File: src/rtl/fp_mul_pkg.sv
// Shared constants and state encoding for the iterative floating-point multiplier.
package fp_mul_pkg;

  localparam int unsigned EXP_W_DEF = 8;
  localparam int unsigned MAN_W_DEF = 23;
  localparam int unsigned BIAS_DEF  = (1 << (EXP_W_DEF - 1)) - 1;

  localparam logic [EXP_W_DEF-1:0] INF_EXP_DEF = '1;
  localparam logic [EXP_W_DEF-1:0] QNAN_EXP_DEF = '1;

  localparam logic [1:0] StIdle = 2'd0;
  localparam logic [1:0] StMul  = 2'd1;
  localparam logic [1:0] StNorm = 2'd2;
  localparam logic [1:0] StDone = 2'd3;

  function automatic int unsigned exp_bias(input int unsigned exp_w);
    return (1 << (exp_w - 1)) - 1;
  endfunction

endpackage

File: src/rtl/fp_mul_shift_add.sv
// One-bit-per-cycle shift-and-add mantissa multiplier with stall and last-iteration pulse.
module fp_mul_shift_add
  import fp_mul_pkg::*;
#(
  parameter int unsigned MAN_W = MAN_W_DEF
) (
  input  logic             clk_i,
  input  logic             rst_ni,
  input  logic             load_i,
  input  logic             run_i,
  input  logic [MAN_W:0]   mcand_i,
  input  logic [MAN_W:0]   mplier_i,
  output logic [MAN_W+1:0] prod_hi_o,
  output logic             last_o
);

  localparam int unsigned CntW = $clog2(MAN_W + 2);
  localparam logic [CntW-1:0] LastCnt = CntW'(MAN_W);

  logic [MAN_W:0]   mcand_q, mcand_d;
  logic [MAN_W:0]   acc_q, acc_d;
  logic [MAN_W:0]   mplier_q, mplier_d;
  logic [CntW-1:0]  cnt_q, cnt_d;
  logic [MAN_W+1:0] sum;

  always_comb begin
    sum      = {1'b0, acc_q} + (mplier_q[0] ? {1'b0, mcand_q} : '0);
    mcand_d  = mcand_q;
    acc_d    = acc_q;
    mplier_d = mplier_q;
    cnt_d    = cnt_q;
    if (load_i) begin
      mcand_d  = mcand_i;
      acc_d    = '0;
      mplier_d = mplier_i;
      cnt_d    = '0;
    end else if (run_i) begin
      // Carry lives in sum's MSB; the right shift drops it into the accumulator.
      acc_d    = sum[MAN_W+1:1];
      mplier_d = {sum[0], mplier_q[MAN_W:1]};
      cnt_d    = cnt_q + 1'b1;
    end
  end

  always_ff @(posedge clk_i or negedge rst_ni) begin
    if (!rst_ni) begin
      mcand_q  <= '0;
      acc_q    <= '0;
      mplier_q <= '0;
      cnt_q    <= '0;
    end else begin
      mcand_q  <= mcand_d;
      acc_q    <= acc_d;
      mplier_q <= mplier_d;
      cnt_q    <= cnt_d;
    end
  end

  assign last_o    = run_i && !load_i && (cnt_q == LastCnt);
  assign prod_hi_o = {acc_q, mplier_q[MAN_W]};

endmodule

File: src/rtl/fp_mul_datapath.sv
// Iterative FP multiplier datapath: operand latch, special-case decode, normalise, result hold.
module fp_mul_datapath
  import fp_mul_pkg::*;
#(
  parameter int unsigned EXP_W = EXP_W_DEF,
  parameter int unsigned MAN_W = MAN_W_DEF
) (
  input  logic                   CLK,
  input  logic                   Reset_n,
  input  logic                   Init_En,
  input  logic                   RE,
  input  logic                   WE,
  input  logic [EXP_W+MAN_W:0]   A,
  input  logic [EXP_W+MAN_W:0]   B,
  output logic [EXP_W+MAN_W:0]   Result,
  output logic                   DoneC,
  output logic                   Ovf,
  output logic                   Unf
);

  localparam int unsigned W = 1 + EXP_W + MAN_W;
  localparam logic [EXP_W-1:0] ExpOnes = '1;
  localparam logic signed [EXP_W+1:0] BiasE   = (EXP_W+2)'(exp_bias(EXP_W));
  localparam logic signed [EXP_W+1:0] ExpMaxE = (EXP_W+2)'((1 << EXP_W) - 1);
  localparam logic [W-1:0] QNan = {1'b0, ExpOnes, 1'b1, {(MAN_W-1){1'b0}}};

  logic [1:0]       state_q, state_d;
  logic             sa_q, sb_q, fa_q, fb_q;
  logic [EXP_W-1:0] ea_q, eb_q;
  logic [W-1:0]     result_q, result_d;
  logic             done_q, done_d, ovf_q, ovf_d, unf_q, unf_d;

  logic [MAN_W:0]   mcand, mplier;
  logic [MAN_W+1:0] prod_hi;
  logic             run, last;

  assign mcand  = (A[W-2:MAN_W] != '0) ? {1'b1, A[MAN_W-1:0]} : '0;
  assign mplier = (B[W-2:MAN_W] != '0) ? {1'b1, B[MAN_W-1:0]} : '0;
  assign run    = RE && !Init_En && (state_q == StMul);

  fp_mul_shift_add #(
    .MAN_W (MAN_W)
  ) u_shift_add (
    .clk_i     (CLK),
    .rst_ni    (Reset_n),
    .load_i    (Init_En),
    .run_i     (run),
    .mcand_i   (mcand),
    .mplier_i  (mplier),
    .prod_hi_o (prod_hi),
    .last_o    (last)
  );

  logic                    a_nan, b_nan, a_inf, b_inf, a_zero, b_zero, sign, inc;
  logic signed [EXP_W+1:0] e;
  logic [MAN_W-1:0]        man_n;
  logic [W-1:0]            norm_res;
  logic                    norm_ovf, norm_unf;

  always_comb begin
    a_nan  = (ea_q == ExpOnes) && fa_q;
    b_nan  = (eb_q == ExpOnes) && fb_q;
    a_inf  = (ea_q == ExpOnes) && !fa_q;
    b_inf  = (eb_q == ExpOnes) && !fb_q;
    a_zero = (ea_q == '0);
    b_zero = (eb_q == '0);
    sign   = sa_q ^ sb_q;
    inc    = prod_hi[MAN_W+1];
    man_n  = inc ? prod_hi[MAN_W:1] : prod_hi[MAN_W-1:0];
    e      = $signed({2'b00, ea_q}) + $signed({2'b00, eb_q}) - BiasE
           + $signed({{(EXP_W+1){1'b0}}, inc});
    norm_ovf = 1'b0;
    norm_unf = 1'b0;
    if (a_nan || b_nan || (a_inf && b_zero) || (b_inf && a_zero)) begin
      norm_res = QNan;
    end else if (a_inf || b_inf) begin
      norm_res = {sign, ExpOnes, {MAN_W{1'b0}}};
    end else if (a_zero || b_zero) begin
      norm_res = {sign, {(W-1){1'b0}}};
    end else if (e >= ExpMaxE) begin
      norm_res = {sign, ExpOnes, {MAN_W{1'b0}}};
      norm_ovf = 1'b1;
    end else if (e[EXP_W+1] || (e == '0)) begin
      norm_res = {sign, {(W-1){1'b0}}};
      norm_unf = 1'b1;
    end else begin
      norm_res = {sign, e[EXP_W-1:0], man_n};
    end
  end

  always_comb begin
    state_d  = state_q;
    result_d = result_q;
    done_d   = done_q;
    ovf_d    = ovf_q;
    unf_d    = unf_q;
    if (Init_En) begin
      state_d = StMul;
      done_d  = 1'b0;
      ovf_d   = 1'b0;
      unf_d   = 1'b0;
    end else begin
      case (state_q)
        StMul:  if (last) state_d = StNorm;
        StNorm: begin
          if (WE) begin
            state_d  = StDone;
            result_d = norm_res;
            ovf_d    = norm_ovf;
            unf_d    = norm_unf;
            done_d   = 1'b1;
          end
        end
        default: ;
      endcase
    end
  end

  always_ff @(posedge CLK or negedge Reset_n) begin
    if (!Reset_n) begin
      state_q  <= StIdle;
      result_q <= '0;
      done_q   <= 1'b0;
      ovf_q    <= 1'b0;
      unf_q    <= 1'b0;
      sa_q     <= 1'b0;
      sb_q     <= 1'b0;
      fa_q     <= 1'b0;
      fb_q     <= 1'b0;
      ea_q     <= '0;
      eb_q     <= '0;
    end else begin
      state_q  <= state_d;
      result_q <= result_d;
      done_q   <= done_d;
      ovf_q    <= ovf_d;
      unf_q    <= unf_d;
      if (Init_En) begin
        sa_q <= A[W-1];
        sb_q <= B[W-1];
        ea_q <= A[W-2:MAN_W];
        eb_q <= B[W-2:MAN_W];
        fa_q <= (A[MAN_W-1:0] != '0);
        fb_q <= (B[MAN_W-1:0] != '0);
      end
    end
  end

  assign Result = result_q;
  assign DoneC  = done_q;
  assign Ovf    = ovf_q;
  assign Unf    = unf_q;

endmodule

File: config.mk
export PLATFORM = sky130hd
export DESIGN_NAME = fp_mul_datapath
export DESIGN_NICKNAME = d
export VERILOG_FILES = /design/src/rtl/fp_mul_pkg.sv /design/src/rtl/fp_mul_shift_add.sv /design/src/rtl/fp_mul_datapath.sv
export SDC_FILE = /design/constraint.sdc
export NUM_CORES = 1
export LEC_CHECK = 0
export ABC_AREA = 1
export BUFFER_PORTS_ARGS = -buffer_cell sky130_fd_sc_hd__buf_2
export CORE_MARGIN = 5
export CORE_UTILIZATION = 53
export CTS_CLUSTER_SIZE = 25
export DETAILED_ROUTE_END_ITERATION = 7
export GPL_TIMING_DRIVEN = 0
export PLACE_DENSITY = 0.84
export SETUP_SLACK_MARGIN = 0.02
export SYNTH_ARGS = -nofsm -noshare
export SYNTH_HDL_FRONTEND = slang
export SYNTH_SLANG_ARGS = --single-unit
export TNS_END_PERCENT = 1
File: constraint.sdc
create_clock -name CLK -period 2.59 [get_ports CLK]
set_input_delay 0.259 -clock CLK [delete_from_list [all_inputs] [get_ports CLK]]
set_output_delay 0.259 -clock CLK [all_outputs]
set_load 0.1 [all_outputs]
* After elaboration in Yosys (flattened, before gate mapping) *
Cells that the tools add are included.
Widths: inputs -> output; s select.

storage, ports and cells
  flip-flop bits (word level) = 134
  bits of input ports = 69
  output and inout port bits = 35
  word-level logic and storage cells = 100

operators by class
  order comparisons = 1
  eq/ne operators = 7
  reduce and logical (&&, ||, !) cells = 33
  bitwise gates (word level) = 2
  muxes and demuxes = 37
  add/subtract/negate cells = 5

operator list
  operator              number
  $mux 24               7
  $mux 31               4
  $reduce_bool 23->1    2
  $mux 32               1
  $add 24x25->25        1
  $mux 23               1
  $mux 1                18
  $eq 8x8->1 const B    2
  $logic_not 8->1       2
  $reduce_bool 8->1     2
  $add 10x2->10         1
  $ge 10x9->1 const B   1
  $logic_and 1x1->1     10
  $logic_not 10->1      1
  $mux 5                2
  $sub 9x7->10 const B  1
  $add 8x8->9           1
  $logic_or 1x1->1      6
  $mux 2                3
  $ne 3x3->1 const B    2
  $reduce_and 3->1      2
  $reduce_bool 2->1     3
  $add 5x1->5 const B   1
  $eq 5x5->1 const B    1
  other kinds (8)       10

* Depth between registers and ports, before layout *
  word-level depth = 13
  mapped depth = 20
  gate-level depth less buffers = 18

* Cells and area by module *
From an unflattened synthesis, not the netlist that was laid out.

second synthesis, totals
  cells, all modules = 1,288
  area, all modules = 8,847.2 um^2

modules (own cells, without submodules)
  module            instances  cells an instance  area an instance (um^2)  sequential area each (um^2)
  fp_mul_shift_add  1          691                4,949.7                  1,926.8
  fp_mul_datapath   1          597                3,897.5                  1,426.4

* Worst setup path after synthesis *
No wires, ideal clock.

  path type = register -> register
  start = register u_shift_add.acc_q[23]
  end = register result_q[10] (netlist: Result[10])
  stages on the path, launching flop included = 20
  period minus slack after synthesis = 2,847 ps
  setup slack = -257 ps
  setup time = 120 ps
  buffers on the path = 2
  data arrival time = 2,727 ps
  data required time = 2,470 ps
  path through = dfrtp_1 -> clkinv_1 -> clkbuf_1 -> ha_1 -> inv_1 -> ha_1 -> fa_1 -> inv_1 -> nand2_1 -> nand2_1 -> inv_1 -> nor3_1 -> nand3_1 -> nor2_4 -> nand2_4 -> nand2_4 -> buf_6 -> nor2_1 -> nand2_1 -> nand2_1

on the way
  word-level cells in the longest chain between the ends = 8
  elaborated cells between the ends (all ways) = 10
  those cells by class = add/sub: 1; order compare: 1; mux: 6; reduce/logical: 2

ends and longest elaborated chain
  what                                                   RTL line                RTL
  start, declared                                        fp_mul_shift_add.sv:21  logic [MAN_W:0] acc_q, acc_d;
  start signal, assigned                                 fp_mul_shift_add.sv:48  acc_q <= '0;
  start signal, assigned                                 fp_mul_shift_add.sv:53  acc_q <= acc_d;
  branches (longest 4 deep; another with $add 10x2->10)  n/a
  $mux 31 *                                              fp_mul_datapath.sv:80   end else if (e >= ExpMaxE) begin
  $mux 31 *                                              fp_mul_datapath.sv:78   end else if (a_zero || b_zero) begin
  $mux 31 *                                              fp_mul_datapath.sv:76   end else if (a_inf || b_inf) begin
  $mux 32 *                                              fp_mul_datapath.sv:74   if (a_nan || b_nan || (a_inf && b_zero) || (b_inf && a_zero)) begin
  end signal, assigned                                   fp_mul_datapath.sv:134  result_q <= result_d;
  end, declared                                          fp_mul_datapath.sv:30   logic [W-1:0] result_q, result_d;

Mark *: on every way between the ends.
A chain may end at the register's enable or synchronous reset.

* Final worst setup path *
  start = register u_shift_add.acc_q[23]
  end = register result_q[19] (netlist: Result[19])

The elaborated chain is that of the path after synthesis.

==> metrics.md <==
| Metric | Value |
|---|---|
| Status | `finished, violations left` |
| Failing checks | `setup timing` |
| Number of DRC markers in iteration 0 | `around 600` |
| R2R Setup Slk | `-0.03 ns` |
| Vias | `a little under 8000` |
| Die width | `between 100 and 150 um` |
| Core box area | `0.0153 mm^2` |
| Fmax | `around 0.38 GHz` |
| Initial antenna violation count | `0` |
| WHS | `roughly 0.050 ns` |
| Site Rows | `45` |
| Sequential share of power | `39.8%` |
| P_sw | `~0.0018 W` |
| First-pass GRT wire length | `around 37000 um` |
| Synth warnings | `0` |
| DR vias/cell | `roughly 5.4` |
| Worst slew margin | `between 50% and 60%` |
| H-tree lvl count | `4` |
| All-layer global routing usage | `25.7%` |
| Reg2Reg Depth | `15` |
| Most common cell in the synthesized netlist | `nand2_1` |
| Die Ht | `between 100 and 150 um` |
| Max clock buf depth | `2` |
| Worst Hold Path Cells | `3` |
| Setup crit end kind | `flop` |
| Cell Pwr Density | `~600 mW/mm^2` |
| Number of setup violations in the final report | `18` |
| Minimum clock period | `2.62 ns` |
| Worst EP arrival | `between 2 and 3 ns` |
| Leakage power | `5.23 nW` |
| Combinational Power Share | `between 20% and 30%` |
| Async SR Flop Fraction | `100%` |
| Area contributors post-synth | `dfrtp_1 41%, nand2_1 15%, o21ai_0 7.1%` |
| Mapped Avg Cell Area | `between 7 and 8 um^2` |
| Clock skew | `0.0106 ns` |
| # diodes | `0` |
| Setup ws final | `-0.0343 ns` |
| Worst Max-Slew Pin Slew | `0.683 ns` |
| Cell count after synthesis | `~1100` |
| Clk slew on worst S/H paths | `about 0.06 ns` |
| Netlist area before placement | `0.00826 mm^2` |
| Tcrit/Tclk final | `101%` |
| Area leader, netlist | `dfrtp_1` |
| Gr ovfl total | `0` |
| Worst Path Required | `2.90 ns` |
| Layout cells sized above 1 | `approximately 16%` |
| CTS tree | `built` |
| Number of synthesized flops with an enable pin | `0` |
| Sw frac | `31.1%` |
| Clk pwr share | `roughly 40%` |
| Die area | `0.0182 mm^2` |
| Crit start category | `flop` |
| I/O pin count | `104` |
| Antenna Nets Post-Route | `0` |
| CTS Buf Count | `17` |
| Initial core utilization | `a little over half` |
| Syn nets | `1242` |
| Critical path's slowest cell | `fa_2` |
| RSZ-0062 raised after global routing | `yes` |
| Share of Yosys cell area claimed by the top area cell type | `between 40% and 50%` |
| Number of global-route vias before repair | `about 7500` |
| Ys flop type | `dfrtp_1` |
| Net count reported at finish | `around 1400` |
| Buffer and inverter count on the worst path | `4` |
| Wirelength per Cell | `15.2 um` |
| Stages on the worst setup path | `15` |
| Largest net degree at the start of global routing | `83` |
| Worst path cell trace | `clkinv_8 > ha_4 > inv_2 > ha_4 > fa_2 > buf_4 > nor3_2 > nand3_1 > nor2_4 > nand2_4 > nand2_8 > buf_8 > nor2_1 > nand2_1 > nand2_1` |
| Final Wtd Congestion | `~0.95` |
| Final hold viol count | `0` |
| Tot Pwr | `between 0.005 and 0.006 W` |
| Clk_lat worst skew | `0.43 ns` |
| Slew Limit Fails | `0` |
| DRC | `0` |
| Pre-antenna DRT Iters | `5` |
| Yosys reg bits | `approximately 130` |
| Setup TNS | `-0.256 ns` |
| Clk sinks | `around 130` |
| Critical path class | `flop to flop` |
| Worst Hold Class | `primary input to flop` |
| Distinct cell type count after synthesis | `40` |
| P_int | `around 0.0040 W` |
| Detailed Place HPWL | `17000 um` |
| Crit-path max FO | `10` |
| Synth top cells by count | `323 x nand2_1, 134 x dfrtp_1, 130 x inv_1` |
| Fillers | `around 1300` |
| Design area | `just under 0.01 mm^2` |
| Area grow syn2layout | `18.8%` |
| Share of the yosys chip area belonging to registers | `around two fifths` |
| Crit-path leading delay family | `adder cells` |
| Dpl cell area | `0.00910 mm^2` |
| Post-Route WL | `22500 um` |
| Clk Tree Root Cell | `clkbuf_16` |
| CP max stage delay | `0.45 ns` |
| PortBufs | `just over 100` |
| Max-cap violations | `0` |
| Worst vdd ir | `around 0.51 mV` |
-- tightest hold or removal path: cells and delay by family --
kind            cells  cell delay (ns)
simple gates        1             0.04
buf+inv             1             0.09
compound gates      1             0.05
-- registers in the layout, summed over array words and instances (netlist names) --
register / flops
u_shift_add.mplier_q: 24
Result: 32
sa_q: 1
u_shift_add.mcand_q: 24
state_q: 2
ea_q: 8
u_shift_add.acc_q: 24
Ovf: 1
sb_q: 1
u_shift_add.cnt_q: 5
DoneC: 1
fa_q: 1
eb_q: 8
fb_q: 1
Unf: 1
-- stage by stage --
stage | std cells | util, % | setup WS [ns]
detailed placement | 1444 | 59.7 | -0.431
floorplan | 1130 | - | -0.128
global placement | 1443 | 59.4 | -0.509
finish | 1479 | 64.3 | -0.0343
CTS | 1478 | 63.8 | -0.0200
global route | 1479 | 64.3 | -0.189
-- worst paths after layout --
path,start,to
worst min-delay path,A[27],ea_q[4]
min in group asynchronous,Reset_n,Result[18]
worst min register to register,Result[8],Result[8]
worst max-delay path,u_shift_add.acc_q[23],Result[19]
max in group asynchronous,Reset_n,u_shift_add.mplier_q[0]
worst max register to register,u_shift_add.acc_q[23],Result[19]
-- repair_timing --
action / CTS / global route
endpoints found under the setup margin: 50 / 48
pin swaps: 6 / 4
buffers inserted: 3 / 1
endpoints found under the hold margin: 52 / 0
gates cloned: 0 / 0
hold buffers: 1 / 0
resized for setup: 12 / 25
-- power by group through the flow --
stage                     Clock (W)  Sequential [W]  Combinational [W]
final                       0.00234         0.00234            0.00118
after global routing        0.00247         0.00235            0.00134
after CTS                   0.00236         0.00233            0.00114
after detailed placement          0         0.00236            0.00111
after global placement            0         0.00236            0.00108
after floorplan                   0         0.00233           0.000802
-- cell type report --
class | count | area, um^2 | share of cell area [%]
tap | 211 | 264 | 2.69
multi-input combinational | 818 | 4310 | 43.9
inverter | 134 | 515 | 5.26
buffer | 42 | 204 | 2.08
clock buffer | 20 | 457 | 4.66
clock inverter | 12 | 118 | 1.20
timing repair buffer | 108 | 584 | 5.96
sequential | 134 | 3360 | 34.2
-- cell usage in the layout (no fill, tap or decap), types with 5 or more instances in the layout --
| cell type | instances |
|---|---|
| nor3_2 | 11 |
| nor2_4 | 6 |
| clkbuf_1 | 34 |
| inv_6 | 5 |
| nand4_1 | 17 |
| nor4_1 | 15 |
| inv_1 | 129 |
| a21oi_1 | 57 |
| buf_4 | 5 |
| a22oi_1 | 13 |
| ha_1 | 38 |
| nand2_1 | 316 |
| nand2_2 | 13 |
| o21ai_0 | 112 |
| nand3_1 | 63 |
| o21bai_1 | 5 |
| clkbuf_16 | 17 |
| buf_2 | 102 |
| nor3_1 | 8 |
| dfrtp_1 | 132 |
| nor2_1 | 91 |
-- logic make-up after synthesis --
group,after synthesis,synth area share [%]
muxes,1,0.121
adders and majority gates,43,6.70
xor gates and xnor gates,5,0.530
AOI/OAI and AO/OA,213,14.2
DFF,134,40.6
buffers and inverters,178,8.50
and+or+nand+nor,556,29.4
-- per-layer routing --
layer / vias up / GRT usage (%) / part of all wire, %
met5: - / 0 / 0
met2: 298 / 39.4 / 45
li1: 3961 / - / -
met4: 0 / 9.73 / 2.9
met3: 48 / 5.18 / 8.2
met1: 3635 / 36.0 / 44
Power figures use the tool's default switching activity.
